**src/rtl/ob_cmd_scheduler_pkg.sv**
```systemverilog
// rtl/ob_cmd_scheduler_pkg.sv - shared encodings for the order-book command scheduler
package ob_cmd_scheduler_pkg;

  typedef enum logic [2:0] {
    ST_IDLE       = 3'd0,
    ST_ORD_ISSUE  = 3'd1,
    ST_DUMP_REQ   = 3'd2,
    ST_DUMP_START = 3'd3,
    ST_DUMP_RUN   = 3'd4,
    ST_DUMP_DONE  = 3'd5
  } sched_state_e;

  localparam int DEST_UDP  = 0;
  localparam int DEST_UART = 1;

  localparam logic [7:0] UART_CMD_ARM  = 8'hFE;
  localparam logic [7:0] UART_CMD_DUMP = 8'h00;

endpackage

```
**src/rtl/ob_cmd_scheduler_if.sv**
```systemverilog
// rtl/ob_cmd_scheduler_if.sv - order, dump-request and engine command signals of the scheduler
interface ob_cmd_scheduler_if #(
  parameter int ORDER_W = 32,
  parameter int CNT_W   = 16
);
  logic [ORDER_W-1:0] ord_tdata;
  logic               ord_tvalid;
  logic               ord_tready;
  logic               udp_dump_req;
  logic [7:0]         uart_rx_data;
  logic               uart_rx_valid;
  logic               ob_cmd_valid;
  logic               ob_cmd_is_dump;
  logic [ORDER_W-1:0] ob_cmd_data;
  logic               ob_cmd_ready;
  logic               engine_busy;
  logic               dump_sink_idle;
  logic [1:0]         dump_dest;
  logic               dump_active;
  logic               dump_timeout;
  logic [CNT_W-1:0]   stat_orders;
  logic [CNT_W-1:0]   stat_dumps;
  logic [2:0]         sched_state;

  modport slave (
    input  ord_tdata, ord_tvalid, udp_dump_req, uart_rx_data, uart_rx_valid,
           ob_cmd_ready, engine_busy, dump_sink_idle,
    output ord_tready, ob_cmd_valid, ob_cmd_is_dump, ob_cmd_data, dump_dest,
           dump_active, dump_timeout, stat_orders, stat_dumps, sched_state
  );

  modport master (
    output ord_tdata, ord_tvalid, udp_dump_req, uart_rx_data, uart_rx_valid,
           ob_cmd_ready, engine_busy, dump_sink_idle,
    input  ord_tready, ob_cmd_valid, ob_cmd_is_dump, ob_cmd_data, dump_dest,
           dump_active, dump_timeout, stat_orders, stat_dumps, sched_state
  );
endinterface

```
**src/rtl/ob_uart_cmd_parser.sv**
```systemverilog
// rtl/ob_uart_cmd_parser.sv - turns the UART byte sequence FE 00 into a one-cycle dump pulse
module ob_uart_cmd_parser
  import ob_cmd_scheduler_pkg::*;
(
  input  logic       clk_i,
  input  logic       rst_n_i,
  input  logic [7:0] rx_data_i,
  input  logic       rx_valid_i,
  output logic       dump_pulse_o
);

  logic armed_q, armed_d;

  always_ff @(posedge clk_i or negedge rst_n_i) begin
    if (!rst_n_i) armed_q <= 1'b0;
    else          armed_q <= armed_d;
  end

  // A repeated FE keeps the parser armed so FE FE 00 still fires.
  always_comb begin
    armed_d      = armed_q;
    dump_pulse_o = 1'b0;
    if (rx_valid_i) begin
      if (rx_data_i == UART_CMD_ARM) begin
        armed_d = 1'b1;
      end else begin
        armed_d      = 1'b0;
        dump_pulse_o = armed_q && (rx_data_i == UART_CMD_DUMP);
      end
    end
  end

endmodule

```
**src/rtl/ob_cmd_scheduler.sv**
```systemverilog
// rtl/ob_cmd_scheduler.sv - merges market orders and dump requests into the order-book command stream
module ob_cmd_scheduler
  import ob_cmd_scheduler_pkg::*;
#(
  parameter int ORDER_W       = 32,
  parameter int START_TIMEOUT = 64,
  parameter int DUMP_TIMEOUT  = 1_000_000,
  parameter int CNT_W         = 16
) (
  input  logic              clk_engine,
  input  logic              rst_engine_n,
  ob_cmd_scheduler_if.slave bus
);

  localparam int TMR_W = $clog2(DUMP_TIMEOUT + 1);
  localparam logic [TMR_W-1:0] START_LIM = TMR_W'(START_TIMEOUT - 1);
  localparam logic [TMR_W-1:0] RUN_LIM   = TMR_W'(DUMP_TIMEOUT - 1);

  sched_state_e       state_q, state_d;
  logic [1:0]         pend_q, pend_d;
  logic [1:0]         dest_q, dest_d;
  logic               dump_last_q, dump_last_d;
  logic [ORDER_W-1:0] word_q, word_d;
  logic [TMR_W-1:0]   tmr_q, tmr_d;
  logic               timeout_q, timeout_d;
  logic [CNT_W-1:0]   ord_cnt_q, ord_cnt_d;
  logic [CNT_W-1:0]   dmp_cnt_q, dmp_cnt_d;
  logic               uart_dump;
  logic               run_done;

  ob_uart_cmd_parser u_parser (
    .clk_i        (clk_engine),
    .rst_n_i      (rst_engine_n),
    .rx_data_i    (bus.uart_rx_data),
    .rx_valid_i   (bus.uart_rx_valid),
    .dump_pulse_o (uart_dump)
  );

  assign run_done = !bus.engine_busy && bus.dump_sink_idle;

  always_ff @(posedge clk_engine or negedge rst_engine_n) begin
    if (!rst_engine_n) state_q <= ST_IDLE;
    else               state_q <= state_d;
  end

  // A waiting dump yields to a waiting order only right after another dump.
  always_comb begin
    state_d = state_q;
    unique case (state_q)
      ST_IDLE: begin
        if (pend_q != 2'b00 && (!dump_last_q || !bus.ord_tvalid)) state_d = ST_DUMP_REQ;
        else if (bus.ord_tvalid)                                   state_d = ST_ORD_ISSUE;
      end
      ST_ORD_ISSUE:  if (bus.ob_cmd_ready) state_d = ST_IDLE;
      ST_DUMP_REQ:   if (bus.ob_cmd_ready) state_d = ST_DUMP_START;
      ST_DUMP_START: begin
        if (bus.engine_busy)        state_d = ST_DUMP_RUN;
        else if (tmr_q == START_LIM) state_d = ST_DUMP_DONE;
      end
      ST_DUMP_RUN:   if (run_done || tmr_q == RUN_LIM) state_d = ST_DUMP_DONE;
      ST_DUMP_DONE:  state_d = ST_IDLE;
      default:       state_d = ST_IDLE;
    endcase
  end

  always_comb begin
    bus.ord_tready     = rst_engine_n && (state_q == ST_IDLE) && (state_d == ST_ORD_ISSUE);
    bus.ob_cmd_valid   = (state_q == ST_ORD_ISSUE) || (state_q == ST_DUMP_REQ);
    bus.ob_cmd_is_dump = (state_q == ST_DUMP_REQ);
    bus.ob_cmd_data    = (state_q == ST_ORD_ISSUE) ? word_q : '0;
    bus.dump_active    = (state_q == ST_DUMP_REQ) || (state_q == ST_DUMP_START) ||
                         (state_q == ST_DUMP_RUN);
    bus.dump_dest      = dest_q;
    bus.dump_timeout   = timeout_q;
    bus.stat_orders    = ord_cnt_q;
    bus.stat_dumps     = dmp_cnt_q;
    bus.sched_state    = state_q;
  end

  always_comb begin
    pend_d      = pend_q;
    dest_d      = dest_q;
    dump_last_d = dump_last_q;
    word_d      = word_q;
    ord_cnt_d   = ord_cnt_q;
    dmp_cnt_d   = dmp_cnt_q;
    tmr_d       = (state_d != state_q) ? '0 : tmr_q + 1'b1;
    timeout_d   = (state_q == ST_DUMP_START && !bus.engine_busy && tmr_q == START_LIM) ||
                  (state_q == ST_DUMP_RUN && !run_done && tmr_q == RUN_LIM);

    if (state_q == ST_IDLE && state_d == ST_ORD_ISSUE) word_d = bus.ord_tdata;
    if (state_q == ST_ORD_ISSUE && bus.ob_cmd_ready) begin
      ord_cnt_d   = ord_cnt_q + 1'b1;
      dump_last_d = 1'b0;
    end
    if (state_q == ST_IDLE && state_d == ST_DUMP_REQ) begin
      dest_d = pend_q;
      pend_d = 2'b00;
    end
    if (state_q != ST_DUMP_DONE && state_d == ST_DUMP_DONE) begin
      dmp_cnt_d   = dmp_cnt_q + 1'b1;
      dest_d      = 2'b00;
      dump_last_d = 1'b1;
    end
    // New requests land after the entry clear so a same-cycle request is never lost.
    if (bus.udp_dump_req) pend_d[DEST_UDP]  = 1'b1;
    if (uart_dump)        pend_d[DEST_UART] = 1'b1;
  end

  always_ff @(posedge clk_engine or negedge rst_engine_n) begin
    if (!rst_engine_n) begin
      pend_q      <= 2'b00;
      dest_q      <= 2'b00;
      dump_last_q <= 1'b0;
      word_q      <= '0;
      tmr_q       <= '0;
      timeout_q   <= 1'b0;
      ord_cnt_q   <= '0;
      dmp_cnt_q   <= '0;
    end else begin
      pend_q      <= pend_d;
      dest_q      <= dest_d;
      dump_last_q <= dump_last_d;
      word_q      <= word_d;
      tmr_q       <= tmr_d;
      timeout_q   <= timeout_d;
      ord_cnt_q   <= ord_cnt_d;
      dmp_cnt_q   <= dmp_cnt_d;
    end
  end

endmodule

```
**src/flat_wrapper.sv**
```systemverilog
// flat-port wrapper written by rule: the top's interface ports become plain ports
module ob_cmd_scheduler_flat import ob_cmd_scheduler_pkg::*;
#(
  parameter int ORDER_W       = 32,
  parameter int START_TIMEOUT = 64,
  parameter int DUMP_TIMEOUT  = 1_000_000,
  parameter int CNT_W         = 16
)
  (clk_engine, rst_engine_n, bus_ord_tdata, bus_ord_tvalid, bus_udp_dump_req, bus_uart_rx_data, bus_uart_rx_valid, bus_ob_cmd_ready, bus_engine_busy, bus_dump_sink_idle, bus_ord_tready, bus_ob_cmd_valid, bus_ob_cmd_is_dump, bus_ob_cmd_data, bus_dump_dest, bus_dump_active, bus_dump_timeout, bus_stat_orders, bus_stat_dumps, bus_sched_state);
  ob_cmd_scheduler_if #(.ORDER_W(ORDER_W), .CNT_W(CNT_W)) bus_i ();
  input  logic clk_engine;
  input  logic rst_engine_n;
  input wire logic [$bits(bus_i.ord_tdata)-1:0] bus_ord_tdata;
  input wire logic [$bits(bus_i.ord_tvalid)-1:0] bus_ord_tvalid;
  input wire logic [$bits(bus_i.udp_dump_req)-1:0] bus_udp_dump_req;
  input wire logic [$bits(bus_i.uart_rx_data)-1:0] bus_uart_rx_data;
  input wire logic [$bits(bus_i.uart_rx_valid)-1:0] bus_uart_rx_valid;
  input wire logic [$bits(bus_i.ob_cmd_ready)-1:0] bus_ob_cmd_ready;
  input wire logic [$bits(bus_i.engine_busy)-1:0] bus_engine_busy;
  input wire logic [$bits(bus_i.dump_sink_idle)-1:0] bus_dump_sink_idle;
  output wire logic [$bits(bus_i.ord_tready)-1:0] bus_ord_tready;
  output wire logic [$bits(bus_i.ob_cmd_valid)-1:0] bus_ob_cmd_valid;
  output wire logic [$bits(bus_i.ob_cmd_is_dump)-1:0] bus_ob_cmd_is_dump;
  output wire logic [$bits(bus_i.ob_cmd_data)-1:0] bus_ob_cmd_data;
  output wire logic [$bits(bus_i.dump_dest)-1:0] bus_dump_dest;
  output wire logic [$bits(bus_i.dump_active)-1:0] bus_dump_active;
  output wire logic [$bits(bus_i.dump_timeout)-1:0] bus_dump_timeout;
  output wire logic [$bits(bus_i.stat_orders)-1:0] bus_stat_orders;
  output wire logic [$bits(bus_i.stat_dumps)-1:0] bus_stat_dumps;
  output wire logic [$bits(bus_i.sched_state)-1:0] bus_sched_state;
  assign bus_i.ord_tdata = bus_ord_tdata;
  assign bus_i.ord_tvalid = bus_ord_tvalid;
  assign bus_i.udp_dump_req = bus_udp_dump_req;
  assign bus_i.uart_rx_data = bus_uart_rx_data;
  assign bus_i.uart_rx_valid = bus_uart_rx_valid;
  assign bus_i.ob_cmd_ready = bus_ob_cmd_ready;
  assign bus_i.engine_busy = bus_engine_busy;
  assign bus_i.dump_sink_idle = bus_dump_sink_idle;
  assign bus_ord_tready = bus_i.ord_tready;
  assign bus_ob_cmd_valid = bus_i.ob_cmd_valid;
  assign bus_ob_cmd_is_dump = bus_i.ob_cmd_is_dump;
  assign bus_ob_cmd_data = bus_i.ob_cmd_data;
  assign bus_dump_dest = bus_i.dump_dest;
  assign bus_dump_active = bus_i.dump_active;
  assign bus_dump_timeout = bus_i.dump_timeout;
  assign bus_stat_orders = bus_i.stat_orders;
  assign bus_stat_dumps = bus_i.stat_dumps;
  assign bus_sched_state = bus_i.sched_state;
  ob_cmd_scheduler #(.ORDER_W(ORDER_W), .START_TIMEOUT(START_TIMEOUT), .DUMP_TIMEOUT(DUMP_TIMEOUT), .CNT_W(CNT_W)) u_core (.clk_engine(clk_engine), .rst_engine_n(rst_engine_n), .bus(bus_i));
endmodule
```
**config.mk**
```make
export PLATFORM = sky130hd
export DESIGN_NAME = ob_cmd_scheduler_flat
export DESIGN_NICKNAME = d
export VERILOG_FILES = /design/src/rtl/ob_cmd_scheduler_pkg.sv /design/src/rtl/ob_cmd_scheduler_if.sv /design/src/rtl/ob_uart_cmd_parser.sv /design/src/rtl/ob_cmd_scheduler.sv /design/src/flat_wrapper.sv
export SDC_FILE = /design/constraint.sdc
export NUM_CORES = 1
export LEC_CHECK = 0
export CAP_MARGIN = 10
export CORE_ASPECT_RATIO = 1.5
export CORE_MARGIN = 1.5
export CORE_UTILIZATION = 52
export CTS_CLUSTER_SIZE = 28
export DETAILED_ROUTE_END_ITERATION = 16
export MAX_ROUTING_LAYER = met4
export PLACE_DENSITY = 0.84
export SYNTH_ARGS = -nofsm -noshare
export SYNTH_HDL_FRONTEND = slang
export SYNTH_HIERARCHICAL = 1
export SYNTH_SLANG_ARGS = --single-unit
```
**constraint.sdc**
```tcl
create_clock -name clk_engine -period 3.69 [get_ports clk_engine]
set_clock_uncertainty 0.05 [all_clocks]
set_input_delay 0.738 -clock clk_engine [delete_from_list [all_inputs] [get_ports clk_engine]]
set_output_delay 0.738 -clock clk_engine [all_outputs]
set_load 0.02 [all_outputs]
```
After elaboration in Yosys (flattened, before gate mapping) --
Index checks and enable logic that the tools add are counted.
Storage, ports and cells: register bits 94, input bits 48, logic and storage cells 76
Cells by class: add/subtract/negate cells 3, equal/unequal tests 12, mux-type cells 20, reductions and logical operators 30
Operators with widths (count):
- $add A16 B1 Y16 const B | 2
- $mux W32 | 1
- $mux W3 | 7
- $add A20 B1 Y20 const B | 1
- $eq A20 B20 Y1 const B | 1
- $eq A20 B6 Y1 const B | 1
- $mux W20 | 1
- $pmux W3 S5 | 1
- $logic_and A1 B1 Y1 | 13
- $reduce_bool A2 Y1 | 5
- $eq A3 B2 Y1 const B | 3
- $eq A8 B8 Y1 const B | 1
- $logic_not A8 Y1 | 1
- $mux W1 | 7
- $eq A3 B1 Y1 const B | 2
- $eq A3 B3 Y1 const B | 2
- $logic_or A1 B1 Y1 | 6
- $mux W2 | 3
- $logic_not A1 Y1 | 4
- $logic_not A3 Y1 | 1
- $ne A3 B3 Y1 | 1
- $ne A3 B3 Y1 const B | 1

Longest topological paths before layout --
Gate-level depths: netlist of run 1.
depth after elaboration 9, depth in mapped cells 8

Modules after synthesis --
Netlist of run 1, hierarchy kept.
By module, submodules not included:
- ob_cmd_scheduler | instances 1, cells each 387, area an instance 4350.4 um^2, sequential area each 2327.2 um^2
- ob_uart_cmd_parser | instances 1, cells each 9, area an instance 78.8 um^2, sequential area each 25.0 um^2

Least setup slack after synthesis of run 1 --
OpenSTA, ideal clock, no wires.
path kind register to output, from register u_core.state_q[0], in the netlist u_core/bus.sched_state[0], to output bus_ord_tready, data arrival time 1.715 ns, slack 1.187 ns, cell stages (with the launch flop) 6, buffers on the path 2, path through dfrtp_1 > buf_2 > nor3_1 > o211ai_1 > clkbuf_1 > nor2_1
Between the ends: cells in the longest elaborated chain, start to end 5, elaborated cells on any way between the ends 16, those cells by class eq/ne (5); mux (8); reduce/logical (3)
Ends and longest elaborated chain:
- start, declared | RTL line ob_cmd_scheduler.sv:19 | sched_state_e state_q, state_d;
- start signal, assigned | RTL line ob_cmd_scheduler.sv:43 | else state_q <= state_d;
- $mux W3 (on tied branches) | RTL line ob_cmd_scheduler.sv:58, ob_cmd_scheduler.sv:52
- $mux W3 (on tied branches) | RTL line ob_cmd_scheduler.sv:57, ob_cmd_scheduler.sv:51
- $pmux W3 S5 | RTL line ob_cmd_scheduler.sv:49 | unique case (state_q)
- $eq A3 B1 Y1 | RTL line ob_cmd_scheduler.sv:67 | bus.ord_tready = rst_engine_n && (state_q == ST_IDLE) && (state_d == ST_ORD_ISSUE);
- $logic_and A1 B1 Y1 * | RTL line ob_cmd_scheduler.sv:67
- end, declared | RTL line flat_wrapper.sv:21 | output wire logic [$bits(bus_i.ord_tready)-1:0] bus_ord_tready;
Mark *: on every way between the ends. The rest lies on a longest branch, timed or not.

Final worst setup path of run 1 --
from register u_core.state_q[0], in the netlist u_core/bus.sched_state[0], to output bus_ob_cmd_data[28]
Between the ends: cells in the longest elaborated chain, start to end 2
Ends and longest elaborated chain:
- $eq A3 B1 Y1 | RTL line ob_cmd_scheduler.sv:70 | bus.ob_cmd_data = (state_q == ST_ORD_ISSUE) ? word_q : '0;
- $mux W32 | RTL line ob_cmd_scheduler.sv:70
- end, declared | RTL line flat_wrapper.sv:24 | output wire logic [$bits(bus_i.ob_cmd_data)-1:0] bus_ob_cmd_data;
Every way passes these cells.

==> results of run 1 <==
-- per-layer routing --
layer / vias up / part of all wire [%] / global-route usage [%]
li1: 1613 / - / -
met1: 1689 / 38 / 27.5
met2: 107 / 55 / 42.4
met3: 23 / 4.4 / 5.59
met4: 0 / 3.0 / 11.0
met5: - / 0 / -
-- flip-flops by register name (all words and copies together), names as in the netlist --
register	count
u_core/u_parser/armed_q	1
u_core/bus.stat_dumps	16
u_core/dump_last_q	1
u_core/bus.stat_orders	16
u_core/bus.dump_dest	2
u_core/bus.sched_state	3
u_core/word_q	32
u_core/tmr_q	20
u_core/pend_q	2
u_core/bus.dump_timeout	1
-- through the flow --
step,instance area (sq um),instances
final,6040,633
after global placement,5760,617
after global routing,6040,633
after CTS,6040,633
after floorplan,4430,396
after detailed placement,5760,617
-- cells by family after synthesis --
group / Yosys count / share of synthesized area (%)
mux: 36 / 9.07
xor+xnor: 48 / 9.49
buf+inv: 22 / 2.03
simple gates: 174 / 21.9
fa+ha+maj: 3 / 0.848
flops: 94 / 53.1
compound gates: 19 / 3.50
-- power by group --
group | internal [uW] | switching [uW]
clock network | 493 | 365
logic | 699 | 715
registers | 1290 | 198
total | 2480 | 1280
-- final cells by class --
cell class | instances | area (sq um) | share of cell area (%)
Sequential cell | 94 | 2350 | 39.0
Tap cell | 107 | 134 | 2.22
Clock buffer | 13 | 260 | 4.31
Inverter | 10 | 37.5 | 0.622
Clock inverter | 3 | 18.8 | 0.311
Timing Repair Buffer | 126 | 1250 | 20.6
Multi-Input combinational cell | 280 | 1990 | 32.9
-- worst max-delay path, cell delays in order (launching register included) --
cell	delay (ns)
dfrtp_1	0.58
nor3b_2	0.23
buf_4	0.29
and2_1	0.17
clkdlybuf4s50_1	0.63
-- synth_stat cells (all sizes together), types with 4 or more instances --
library cell / count
buf: 6
dfrtp: 94
and4: 6
xor2: 18
nor3: 4
and2: 33
nand3: 27
xnor2: 30
and3: 9
mux2: 33
nor4: 11
clkbuf: 6
inv: 10
nand4: 9
nor2: 38
nand2: 28
-- how the worst max path moves through the flow --
stage | slack, ns | cells after the start | endpoint | from
final | 0.66 | 4 | bus_ob_cmd_data[28] | u_core/bus.sched_state[0]$_DFF_PN0_
after global routing | 0.53 | 4 | bus_ob_cmd_data[5] | u_core/bus.sched_state[0]$_DFF_PN0_
after CTS | 0.63 | 4 | bus_ob_cmd_data[28] | u_core/bus.sched_state[0]$_DFF_PN0_
after detailed placement | 0.81 | 7 | u_core/bus.stat_dumps[15]$_DFFE_PN0P_ | bus_ord_tvalid
after global placement | 0.87 | 4 | bus_ord_tready | bus_ord_tvalid
after floorplan | 1.19 | 5 | bus_ord_tready | u_core/bus.sched_state[0]$_DFF_PN0_
==> out/metrics.csv, run 1 <==
stage,metric,value,unit
sta,Setup TNS,0,ns
pwr,leakage power,0.00261,uW
logic_synthesis,post-synth cell types,44,
final_layout,layout cells sized above 1,12.2,%
final_layout,Fill cells,578,
sta,final-report setup violation count,0,
logic_synthesis,cell taking the most area after synthesis,dfrtp_1,
sta,Relative slew margins,52.7,%
logic_synthesis,synthesized net count,447,
sta,final hold slack,0.405,ns
sta,final worst slack,0.657,ns
worst_setup_path,CP Capture Type,output port,
worst_setup_path,flop2flop setup slack,1.14,ns
worst_setup_path,Crit Path Class,flip-flop to output port,
floorplanning,Core Area,8360,sq um
floorplanning,Die X-Extent,78.4,um
pwr,Power Density,622,nW/um^2
clocking,Max Buffers Root-to-Sink,2,
global_route,number of global-route vias before repair,3489,
placed_design,gpl congestion,0.829,
final_layout,n_diodes,0,
sta,post-layout min period,3.03,ns
drt,DRT iter0 DRCs,164,
worst_setup_path,arrival time at the worst endpoint,2.24,ns
sta,unrepaired setup endpoints after global routing,false,
global_route,first-pass GRT wire length,16700,um
worst_setup_path,critical-path maximum fanout,34,
placed_design,placed wire-length estimate,7380,um
sta,final worst-path cycle share,82.2,%
logic_synthesis,Main synth FF type,dfrtp_1,
clocking,CTS tree,yes,
worst_setup_path,startpoint types,flip-flop,
floorplanning,num rows,41,
sta,Worst Tran Pin Value,0.709,ns
floorplanning,# IOs,122,
sta,endpoints failing hold,0,
logic_synthesis,post-synth top area share,53.1,%
final_layout,Area growth syn-to-layout,36.3,%
global_route,GRT Total Usage,24.7,%
clocking,root buf cell,clkbuf_16,
floorplanning,Initial Util,53.0,%
drt,final WL,9970,um
clocking,CTS sink cnt,94,
worst_setup_path,Reg-to-Reg End,u_core/bus.stat_dumps[15]$_DFFE_PN0P_,
sta,max frequency,330,MHz
floorplanning,full die area,9090,sq um
final_layout,"commonest cells after routing, fill and taps aside","clkdlybuf4s50_1, dfrtp_1, nor2_1",
global_route,initial antenna violation count,0,
drt,vias after detailed routing,3432,
floorplanning,die height,116,um
global_route,largest net degree at the start of global routing,57,
clocking,CTS H-tree depth,3,
logic_synthesis,#FFs+latches synth,94,
drt,1st-pass router iterations,6,
logic_synthesis,"FFs w/ async S/R, synth",100,%
global_route,grt total ovfl,0,
clocking,post-cts gate resize count,0,
drt,drt drc,0,
drt,Routed WL per cell,15.8,um
final_layout,"commonest non-fill, non-tap cell in the layout",clkdlybuf4s50_1,
pwr,VDD IR max,0.365,mV
logic_synthesis,cell area after synthesis,4430,sq um
logic_synthesis,register area share after synthesis,53.1,%
sta,Final Max Tran Viols,0,
logic_synthesis,Mapped Cells,396,
clocking,Post-CTS Hold Buffers,0,
clocking,"Setup Fix Bufs, Post-CTS",0,
clocking,Worst-path clk slew,0.06,ns
logic_synthesis,Synth warnings,6,
worst_setup_path,Worst EP required,2.90,ns
hold_path,type of the worst min-delay path,input port to async pin,
final_layout,final layout net count,572,
flow_run,Max-Cap Viols,0,
logic_synthesis,largest cells by area after synthesis,"dfrtp_1, mux2_2, xnor2_1",
pwr,total chip power,3750,uW
logic_synthesis,Syn Area/Cell,11.2,sq um
outcome,status,completed,
worst_setup_path,R2R depth,7,
drt,remaining antenna violation count,0,
clocking,clock buffer count from CTS,9,
final_layout,Finished Core Util,72.2,%
logic_synthesis,count of flip-flops with a built-in enable after synthesis,0,
placed_design,I/O Buffers,121,
drt,vias per cell,5.42,
worst_setup_path,reg2reg start,u_core/bus.sched_state[1]$_DFF_PN0_,
placed_design,dpl ws,0.807,ns
clocking,Skew-Pair Late Insertion Delay,0.34,ns
(Power assumes the default switching activity.)
==> run 2: changes to the inputs <==
--- a/config.mk
+++ b/config.mk
@@ -8,11 +8,11 @@
 export CAP_MARGIN = 10
 export CORE_ASPECT_RATIO = 1.5
 export CORE_MARGIN = 1.5
-export CORE_UTILIZATION = 52
+export CORE_UTILIZATION = 48
 export CTS_CLUSTER_SIZE = 28
 export DETAILED_ROUTE_END_ITERATION = 16
 export MAX_ROUTING_LAYER = met4
-export PLACE_DENSITY = 0.84
+export PLACE_DENSITY = 0.78
 export SYNTH_ARGS = -nofsm -noshare
 export SYNTH_HDL_FRONTEND = slang
 export SYNTH_HIERARCHICAL = 1
==> constraint.sdc (replaced) <==
create_clock -name clk_engine -period 3.1 [get_ports clk_engine]
set_clock_uncertainty 0.05 [all_clocks]
set_input_delay 0.62 -clock clk_engine [delete_from_list [all_inputs] [get_ports clk_engine]]
set_output_delay 0.62 -clock clk_engine [all_outputs]
set_load 0.02 [all_outputs]
==> out/metrics.csv, run 2 (synthesis gave the netlist of run 1 again) <==
stage,metric,value,unit
outcome,status,completed,
drt,final WL,9700,um
final_layout,"commonest non-fill, non-tap cell in the layout",clkdlybuf4s50_1,
drt,vias after detailed routing,3360,
drt,DRT iter0 DRCs,125,
final_layout,Area growth syn-to-layout,36.4,%
worst_setup_path,R2R depth,7,
pwr,sw frac,33.5,%
global_route,first-pass GRT wire length,16000,um
floorplanning,Die X-Extent,81.4,um
pwr,Comb pwr share,37.2,%
global_route,grt total ovfl,0,
placed_design,I/O Buffers,121,
worst_setup_path,CP Capture Type,output port,
final_layout,max FFs per register,32,
floorplanning,Core Area,8880,sq um
global_route,number of global-route vias before repair,3414,
worst_setup_path,Crit Path Class,flip-flop to output port,
final_layout,Fill cells,701,
final_layout,final instance area,6040,sq um
pwr,leakage power,0.00260,uW
final_layout,final layout net count,572,
final_layout,Top reg by flops,u_core/word_q,
final_layout,"commonest cells after routing, fill and taps aside","clkdlybuf4s50_1, dfrtp_1, nor2_1",
worst_setup_path,Slowest cell on crit path,clkdlybuf4s50_1,
clocking,CTS tree,yes,
global_route,GRT Total Usage,22.0,%
drt,1st-pass router iterations,4,
worst_setup_path,Crit. Startpoint,u_core/bus.sched_state[0]$_DFF_PN0_,
floorplanning,# IOs,122,
pwr,Power Density,740,nW/um^2
worst_setup_path,Reg-to-Reg End,u_core/bus.stat_orders[15]$_DFFE_PN0P_,
pwr,switching pwr,1500,uW
drt,vias per cell,5.30,
worst_setup_path,flop2flop setup slack,0.70,ns
placed_design,gpl congestion,0.839,
pwr,VDD IR max,0.576,mV
flow_run,Max-Cap Viols,0,
clocking,CTS sink cnt,94,
clocking,post-cts gate resize count,0,
final_layout,layout cells sized above 1,12.0,%
worst_setup_path,critical-path maximum fanout,34,
floorplanning,full die area,9820,sq um
sta,unrepaired setup endpoints after global routing,false,
clocking,Post-CTS Hold Buffers,0,
final_layout,leading registers by flop count,"u_core/word_q: 32 flops, u_core/tmr_q: 20 flops",
drt,remaining antenna violation count,0,
clocking,Worst-path clk slew,0.06,ns
placed_design,area of placed instances,5760,sq um
sta,Worst Tran Pin Value,0.732,ns
drt,Routed WL per cell,15.3,um
pwr,Flop pwr share,39.3,%
clocking,root buf cell,clkbuf_16,
pwr,clock share of power,23.6,%
final_layout,n_diodes,0,
sta,endpoints failing hold,0,
clocking,CTS H-tree depth,3,
worst_setup_path,slowest cell delay on critical path,0.63,ns
sta,final-report setup violation count,0,
placed_design,placed wire-length estimate,7300,um
drt,drt drc,0,
clocking,"Setup Fix Bufs, Post-CTS",0,
pwr,Pint,2970,uW
clocking,Skew-Pair Late Insertion Delay,0.34,ns
sta,post-layout min period,2.89,ns
sta,Relative slew margins,51.2,%
worst_setup_path,reg2reg start,u_core/bus.sched_state[0]$_DFF_PN0_,
worst_setup_path,Worst EP required,2.43,ns
sta,Final Max Tran Viols,0,
worst_setup_path,startpoint types,flip-flop,
worst_setup_path,arrival time at the worst endpoint,2.22,ns
global_route,initial antenna violation count,0,
worst_setup_path,critical-path cell list,"nor3b_2, buf_4, and2_1, clkdlybuf4s50_1",
sta,Setup TNS,0,ns
sta,final hold slack,0.291,ns
floorplanning,Initial Util,49.9,%
hold_path,type of the worst min-delay path,input port to async pin,
clocking,clock buffer count from CTS,9,
floorplanning,num rows,42,
floorplanning,die height,121,um
sta,max frequency,347,MHz
worst_setup_path,Critical path destination,bus_ob_cmd_data[22],
clocking,Max Buffers Root-to-Sink,2,
sta,final worst-path cycle share,93.1,%
global_route,largest net degree at the start of global routing,60,
run 2: cell types whose count changed in the layout (fill, tap and decap cells not counted):
cell / previous run / this run
bufinv_16: 0 / 1
clkbuf_1: 2 / 1
clkbuf_8: 2 / 0
clkinv_2: 2 / 1
clkinv_4: 1 / 0
clkinvlp_4: 0 / 2
run 2: per-layer routing:
metal / GRT usage, % / vias up / wire, um / part of all wire, %
li1: - / 1613 / - / -
met1: 24.5 / 1629 / 3750 / 39
met3: 4.75 / 22 / 548 / 5.6
met2: 36.1 / 96 / 5050 / 52
met5: - / - / 0 / 0
met4: 12.0 / 0 / 351 / 3.6
run 2: stage by stage:
stage	instances	power, uW	worst slack [ns]	utilization, %
3_3_place_gp	620	3400	0.415	64.9
5_1_grt	634	4730	0.0785	68.0
4_1_cts	634	4510	0.175	68.0
6_report	634	4470	0.215	68.0
3_5_place_dp	620	3450	0.419	64.9
2_1_floorplan	396	2750	0.715	-
run 2: layout make-up:
| cell class | count | area [sq um] | area share [%] |
|---|---|---|---|
| flip-flops and latches | 94 | 2350 | 38.9 |
| clock inverters | 4 | 50.0 | 0.829 |
| inverters | 10 | 37.5 | 0.622 |
| repair buffers | 126 | 1250 | 20.6 |
| well taps | 110 | 138 | 2.28 |
| clock buffers | 10 | 229 | 3.79 |
| multi-input cells | 280 | 1990 | 32.9 |
run 2: power groups by stage:
stage / clock [uW] / sequential, uW / combinational (uW)
after CTS: 1070 / 1760 / 1680
final: 1050 / 1760 / 1660
after detailed placement: 0 / 1780 / 1680
after global placement: 0 / 1750 / 1650
after floorplan: 0 / 1770 / 982
after global routing: 1140 / 1800 / 1800
run 2: worst max-delay path: cells and delay by family, from the launching register on:
kind,cells,cell delay (ns)
AND/OR/NAND/NOR,2,0.39
buffers and inverters,2,0.92
flip-flops,1,0.55
run 2: worst min path at each step:
stage	slack, ns	from	depth (start not counted)	to
6_report	0.29	rst_engine_n	2	u_core/bus.stat_orders[2]$_DFFE_PN0P_
5_1_grt	0.33	rst_engine_n	2	u_core/bus.stat_orders[2]$_DFFE_PN0P_
4_1_cts	0.30	rst_engine_n	2	u_core/bus.stat_orders[2]$_DFFE_PN0P_
3_5_place_dp	0.41	u_core/bus.stat_dumps[15]$_DFFE_PN0P_	1	u_core/bus.stat_dumps[15]$_DFFE_PN0P_
3_3_place_gp	0.41	u_core/bus.stat_dumps[15]$_DFFE_PN0P_	1	u_core/bus.stat_dumps[15]$_DFFE_PN0P_
2_1_floorplan	0.27	rst_engine_n	0	u_core/bus.dump_dest[0]$_DFFE_PN0P_
